--- src/rtl/decode_scan_pkg.sv ---
// Shared types for the decode_scan block: command mode encoding and FSM states.
package decode_scan_pkg;

  localparam int SEL_W_MIN = 1;
  localparam int SEL_W_MAX = 6;
  localparam int DWELL_W   = 4;

  typedef enum logic [1:0] {
    MODE_DIRECT    = 2'b00,
    MODE_SCAN_UP   = 2'b01,
    MODE_SCAN_DOWN = 2'b10,
    MODE_CLEAR     = 2'b11
  } mode_e;

  typedef enum logic [1:0] {
    ST_IDLE  = 2'b00,
    ST_DRIVE = 2'b01,
    ST_SCAN  = 2'b10
  } state_e;

endpackage

--- src/rtl/onehot_dec.sv ---
// Pure combinational binary-to-one-hot decoder; polarity and registering live in the parent.
module onehot_dec #(
  parameter  int SEL_W = 3,
  localparam int OUT_W = 2**SEL_W
) (
  input  logic [SEL_W-1:0] idx,
  output logic [OUT_W-1:0] code
);

  // NOTE: every always_comb output gets a default first so no path can infer a latch.
  always_comb begin
    code      = '0;
    code[idx] = 1'b1;
  end

endmodule

--- src/rtl/decode_scan.sv ---
// Registered one-hot decoder with direct, scan-up/down and clear commands.
// A scan holds each index dwell+1 cycles and can be stopped into DRIVE.
module decode_scan
  import decode_scan_pkg::*;
#(
  parameter  int SEL_W      = 3,
  parameter  bit ACTIVE_LOW = 1'b0,
  localparam int OUT_W      = 2**SEL_W
) (
  input  logic               clk,
  input  logic               rst_n,
  input  logic               in_valid,
  output logic               in_ready,
  input  logic [1:0]         mode,
  input  logic [SEL_W-1:0]   sel,
  input  logic [DWELL_W-1:0] dwell,
  input  logic               stop,
  output logic [OUT_W-1:0]   out,
  output logic               out_valid,
  output logic [SEL_W-1:0]   cur_idx,
  output logic               wrap
);

  if (SEL_W < SEL_W_MIN || SEL_W > SEL_W_MAX) begin : g_bad_sel_w
    $error("decode_scan: SEL_W out of range 1..6");
  end

  localparam logic [OUT_W-1:0] POLARITY = {OUT_W{ACTIVE_LOW}};
  localparam logic [SEL_W-1:0] IDX_MAX  = {SEL_W{1'b1}};

  state_e             state, state_next;
  logic [SEL_W-1:0]   idx_next;
  logic               valid_next;
  logic               wrap_next;
  logic [DWELL_W-1:0] cnt, cnt_next;
  logic [DWELL_W-1:0] dwell_q, dwell_next;
  logic               up_q, up_next;
  logic [OUT_W-1:0]   code_next;

  assign in_ready = (state != ST_SCAN);

  always_comb begin
    state_next = state;
    idx_next   = cur_idx;
    valid_next = out_valid;
    wrap_next  = 1'b0;
    cnt_next   = cnt;
    dwell_next = dwell_q;
    up_next    = up_q;

    unique case (state)
      ST_IDLE, ST_DRIVE: begin
        if (in_valid) begin
          unique case (mode_e'(mode))
            MODE_DIRECT: begin
              state_next = ST_DRIVE;
              idx_next   = sel;
              valid_next = 1'b1;
            end
            MODE_SCAN_UP, MODE_SCAN_DOWN: begin
              state_next = ST_SCAN;
              idx_next   = sel;
              valid_next = 1'b1;
              cnt_next   = '0;
              dwell_next = dwell;
              up_next    = (mode_e'(mode) == MODE_SCAN_UP);
            end
            MODE_CLEAR: begin
              state_next = ST_IDLE;
              idx_next   = '0;
              valid_next = 1'b0;
              cnt_next   = '0;
            end
            default: ;
          endcase
        end
      end
      ST_SCAN: begin
        // stop has priority over a step that falls on the same cycle
        if (stop) begin
          state_next = ST_DRIVE;
          cnt_next   = '0;
        end else if (cnt == dwell_q) begin
          cnt_next = '0;
          if (up_q) begin
            idx_next  = cur_idx + 1'b1;
            wrap_next = (cur_idx == IDX_MAX);
          end else begin
            idx_next  = cur_idx - 1'b1;
            wrap_next = (cur_idx == '0);
          end
        end else begin
          cnt_next = cnt + 1'b1;
        end
      end
      default: begin
        state_next = ST_IDLE;
        idx_next   = '0;
        valid_next = 1'b0;
        cnt_next   = '0;
      end
    endcase
  end

  onehot_dec #(.SEL_W(SEL_W)) u_dec (
    .idx  (idx_next),
    .code (code_next)
  );

  // NOTE: sequential state uses non-blocking assignments so every register samples pre-edge values.
  always_ff @(posedge clk) begin
    if (!rst_n) begin
      state     <= ST_IDLE;
      cur_idx   <= '0;
      out_valid <= 1'b0;
      wrap      <= 1'b0;
      cnt       <= '0;
      dwell_q   <= '0;
      up_q      <= 1'b0;
      out       <= POLARITY;
    end else begin
      state     <= state_next;
      cur_idx   <= idx_next;
      out_valid <= valid_next;
      wrap      <= wrap_next;
      cnt       <= cnt_next;
      dwell_q   <= dwell_next;
      up_q      <= up_next;
      out       <= valid_next ? (code_next ^ POLARITY) : POLARITY;
    end
  end

endmodule

--- config.mk ---
export PLATFORM = sky130hd
export DESIGN_NAME = decode_scan
export DESIGN_NICKNAME = d
export VERILOG_FILES = /design/src/rtl/decode_scan_pkg.sv /design/src/rtl/onehot_dec.sv /design/src/rtl/decode_scan.sv
export SDC_FILE = /design/constraint.sdc
export NUM_CORES = 1
export LEC_CHECK = 0
export CAP_MARGIN = 20
export CELL_PAD_IN_SITES_DETAIL_PLACEMENT = 0
export CELL_PAD_IN_SITES_GLOBAL_PLACEMENT = 1
export CORE_ASPECT_RATIO = 1.5
export CORE_UTILIZATION = 36
export CTS_CLUSTER_DIAMETER = 100
export DETAILED_ROUTE_END_ITERATION = 10
export GPL_TIMING_DRIVEN = 0
export MAX_ROUTING_LAYER = met4
export PLACE_DENSITY_LB_ADDON = 0.3
export SETUP_SLACK_MARGIN = 0.02
export SLEW_MARGIN = 20
export SYNTH_ARGS = -nofsm -noshare
export SYNTH_HDL_FRONTEND = slang
export SYNTH_SLANG_ARGS = --single-unit
--- constraint.sdc ---
create_clock -name clk -period 2.27 [get_ports clk]
set_input_delay 0.454 -clock clk [delete_from_list [all_inputs] [get_ports clk]]
set_output_delay 0.454 -clock clk [all_outputs]
set_load 0.01 [all_outputs]
==> flow_summary_export.csv <==
group,metric,value,unit
global_routing,grt_usage,17.8,%
critical_path,critPathRequiredTime,1.82,ns
sta,tightestPinTransition,0.494,ns
cts,cts_hold_buffers,0,
sta,max_clock_freq,465,MHz
synth,yosys.area_share.simple,23.2,%
synth,ys_top_cells_by_count,"24 x dfxtp_1, 9 x nor3_1, 8 x inv_1, 8 x nor2b_1",
place,dp_slack,0.0483,ns
cells_and_area,nets,173,
critical_path,reg2reg_depth,5,
global_routing,antenna_found_initial,0,
routing,vias,1000,
synth,syn-num-nets,144,
global_routing,grt_overflow,0,
place,place_congestion,0.825,
synth,yosysWarnings,0,
global_routing,grt_max_degree,15,
floorplanning,rows,25,
run_status,status,"finished, final reports clean",
cts,root_buffer,"clkbuf_8",
floorplanning,start_util,37.4,%
floorplanning,io_pins,27,
run,cap_violations,0,
sta,finalWorstSetupSlack,0.121,ns
synth,avgSynthCellArea,9.35,µm²
critical_path,setup.worst_path.end_class,"output port",
global_routing,grt_pass1_wl,4.55,mm
cts,postCtsSetupRepairBufs,0,
cts,htreeDepth,1,
synth,synth_ff_type,"dfxtp_1",
critical_path,r2r_start,"cur_idx[0]$_SDFF_PN0_",
routing,drt_iter0_drc,17,
power_and_ir_drop,p_per_area,665,nW/µm²
worst_hold_path,min_to,"wrap$_SDFF_PP0_",
power_and_ir_drop,ir_drop,297,µV
critical_path,r2r_slack,0.24,ns
critical_path,r2r-end,"out[0]$_SDFF_PN0_",
sta,final-setup-viol-count,0,
synth,synth_xor_area_share,4.50,%
routing,wire_per_inst,13.6,µm
synth,synthArstFlopShare,0,%
cells_and_area,synthToLayoutAreaGrowth,30.9,%
synth,synth_mux_area_share,5.14,%
synth,synth_top_family_by_area,"simple AND/OR/NAND/NOR gates",
worst_hold_path,hp-start,"stop",
critical_path,critPathKind,"flop to output port",
floorplanning,die_y,71.8,µm
routing,via_per_inst,5.18,
sta,hold_viol,0,
floorplanning,die_area,3480,µm²
cts,clock_latency,0.27,ns
synth,synth_seq_cells,24,
synth,synth_cell_types,38,
critical_path,cp_data_arrival_time,1.69,ns
worst_hold_path,holdPathStages,2,
sta,slew_violations,0,
synth,synth_top_area_share,41.1,%
power_and_ir_drop,total_power,1020,µW
routing,drc,0,
place,dp_hpwl,2.08,mm
synth,synth_compound_area_share,14.9,%
cells_and_area,fillerInstances,310,
cells_and_area,diodes,0,
critical_path,crit_fanout,7,
cts,clkTransAtPathRegs,0.08,ns
critical_path,startpoint_type,"flop",
synth,synthTopCellsByArea,"dfxtp_1 41%, ha_1 5.4%, mux2i_1 5.1%",
synth,synthAdderAreaFrac,7.07,%
place,numPortBuffers,24,
global_routing,first_global_vias,993,
synth,synthMostInstantiatedCell,"dfxtp_1",
synth,synth_edf_count,0,
synth,synth-seq-area-share,41.1,%
synth,syn_area,1170,µm²
power_and_ir_drop,leakage,0.000599,µW
critical_path,crit_slowest_cell,"clkdlybuf4s50_1",
worst_hold_path,hold_class,"input port to flop",
synth,yosysTopAreaCell,"dfxtp_1",
routing,wl,2.63,mm
sta,slew-limit-headroom,66.7,%
critical_path,crit_chain,"and2b_2, inv_1, clkdlybuf4s50_1",
cts,cts_buffers,3,
sta,rsz0062_at_grt,"no",
sta,finalClockSkew,0.00194,ns
cts,clk_path_buf_depth,2,
routing,drtPass1Iterations,4,
cts,cts_tree,"built",
floorplanning,core_area,3130,µm²
synth,syn_inst,125,
routing,ant_nets,0,
cts,cts.sinks,24,
sta,fin_crit_sh,94.7,%
floorplanning,die_x,48.5,µm
cells_and_area,drive_above_1_share,8.50,%
sta,fin_crit,2.15,ns
sta,tns,0,ns
cts,cts_resized,0,
critical_path,critPathMaxStageDelay,0.58,ns
==> state kept, by name, indices dropped and copies added, names as in the netlist <==
name / flops
state: 2
dwell_q: 4
out_valid: 1
cnt: 4
out: 8
wrap: 1
up_q: 1
cur_idx: 3
==> worst max-delay path, delay by kind of cell, from the launching register on <==
| family | cells | cell delay, ns |
|---|---|---|
| buffers and inverters | 2 | 0.78 |
| DFF | 1 | 0.36 |
| and+or+nand+nor | 1 | 0.27 |
==> how the worst max path moves through the flow <==
stage                          start                 to  slack (ns)  cells past startpoint
6_report       state[0]$_SDFFE_PN0P_           in_ready        0.12                      3
2_1_floorplan  cur_idx[0]$_SDFF_PN0_  out[4]$_SDFF_PN0_        0.45                      7
5_1_grt        state[0]$_SDFFE_PN0P_           in_ready        0.04                      3
3_3_place_gp                 mode[0]  out[6]$_SDFF_PN0_        0.09                      7
3_5_place_dp                 mode[0]  out[6]$_SDFF_PN0_        0.05                      7
4_1_cts        state[0]$_SDFFE_PN0P_           in_ready        0.13                      3
==> report_power, final <==
part	switching (µW)	internal, µW	leakage [µW]	total, µW
combinational	94.1	92.5	0.000368	187
sequential	17.7	439	0.000195	457
clock	138	236	0.0000357	374
total	250	767	0.000599	1020
==> kinds of logic after synthesis <==
logic type | count (synthesis)
buffers and inverters | 12
multiplexers | 6
AO/OA/AOI/OAI | 25
flip-flops | 24
XOR/XNOR | 6
adder cells (fa/ha/maj) | 6
AND/OR/NAND/NOR | 46
==> cell usage in the layout, fill, tap and decap left out, types with 3 or more instances in the layout <==
cell type,count
clkbuf_8,3
nand3b_1,3
o21ai_0,4
inv_1,8
and2_1,3
nand2_1,6
ha_1,5
dfxtp_1,24
xnor2_1,6
nor2b_1,8
nor4_1,3
nor3_1,9
clkdlybuf4s50_1,24
mux2i_1,6
o211ai_1,3
a21oi_1,6
nor2_1,3
==> cell type report <==
cell class	count	area [µm²]	area share, %
Tap cell	40	50.0	3.27
Clock inverter	1	30.0	1.96
Timing Repair Buffer	24	240	15.7
Multi-Input combinational cell	89	641	41.9
Buffer	4	17.5	1.14
Inverter	8	30.0	1.96
Clock buffer	3	41.3	2.70
Sequential cell	24	480	31.4
==> per-layer routing <==
| metal | track usage, % | up-vias | wire length (µm) |
|---|---|---|---|
| li1 | - | 507 | - |
| met1 | 17.7 | 459 | 1000 |
| met2 | 32.7 | 25 | 1440 |
| met3 | 2.12 | 9 | 75 |
| met4 | 11.1 | 0 | 112 |
| met5 | - | - | 0 |
==> per-stage QoR <==
stage	area (µm²)	hold WS, ns	cells	utilization [%]
after floorplan	1170	0.508	125	-
after global placement	1460	0.517	189	46.6
after detailed placement	1460	0.530	189	46.6
after CTS	1530	0.468	193	48.9
after global routing	1530	0.477	193	48.9
final	1530	0.477	193	48.9
Note: power is estimated with default switching activity, not from simulation.
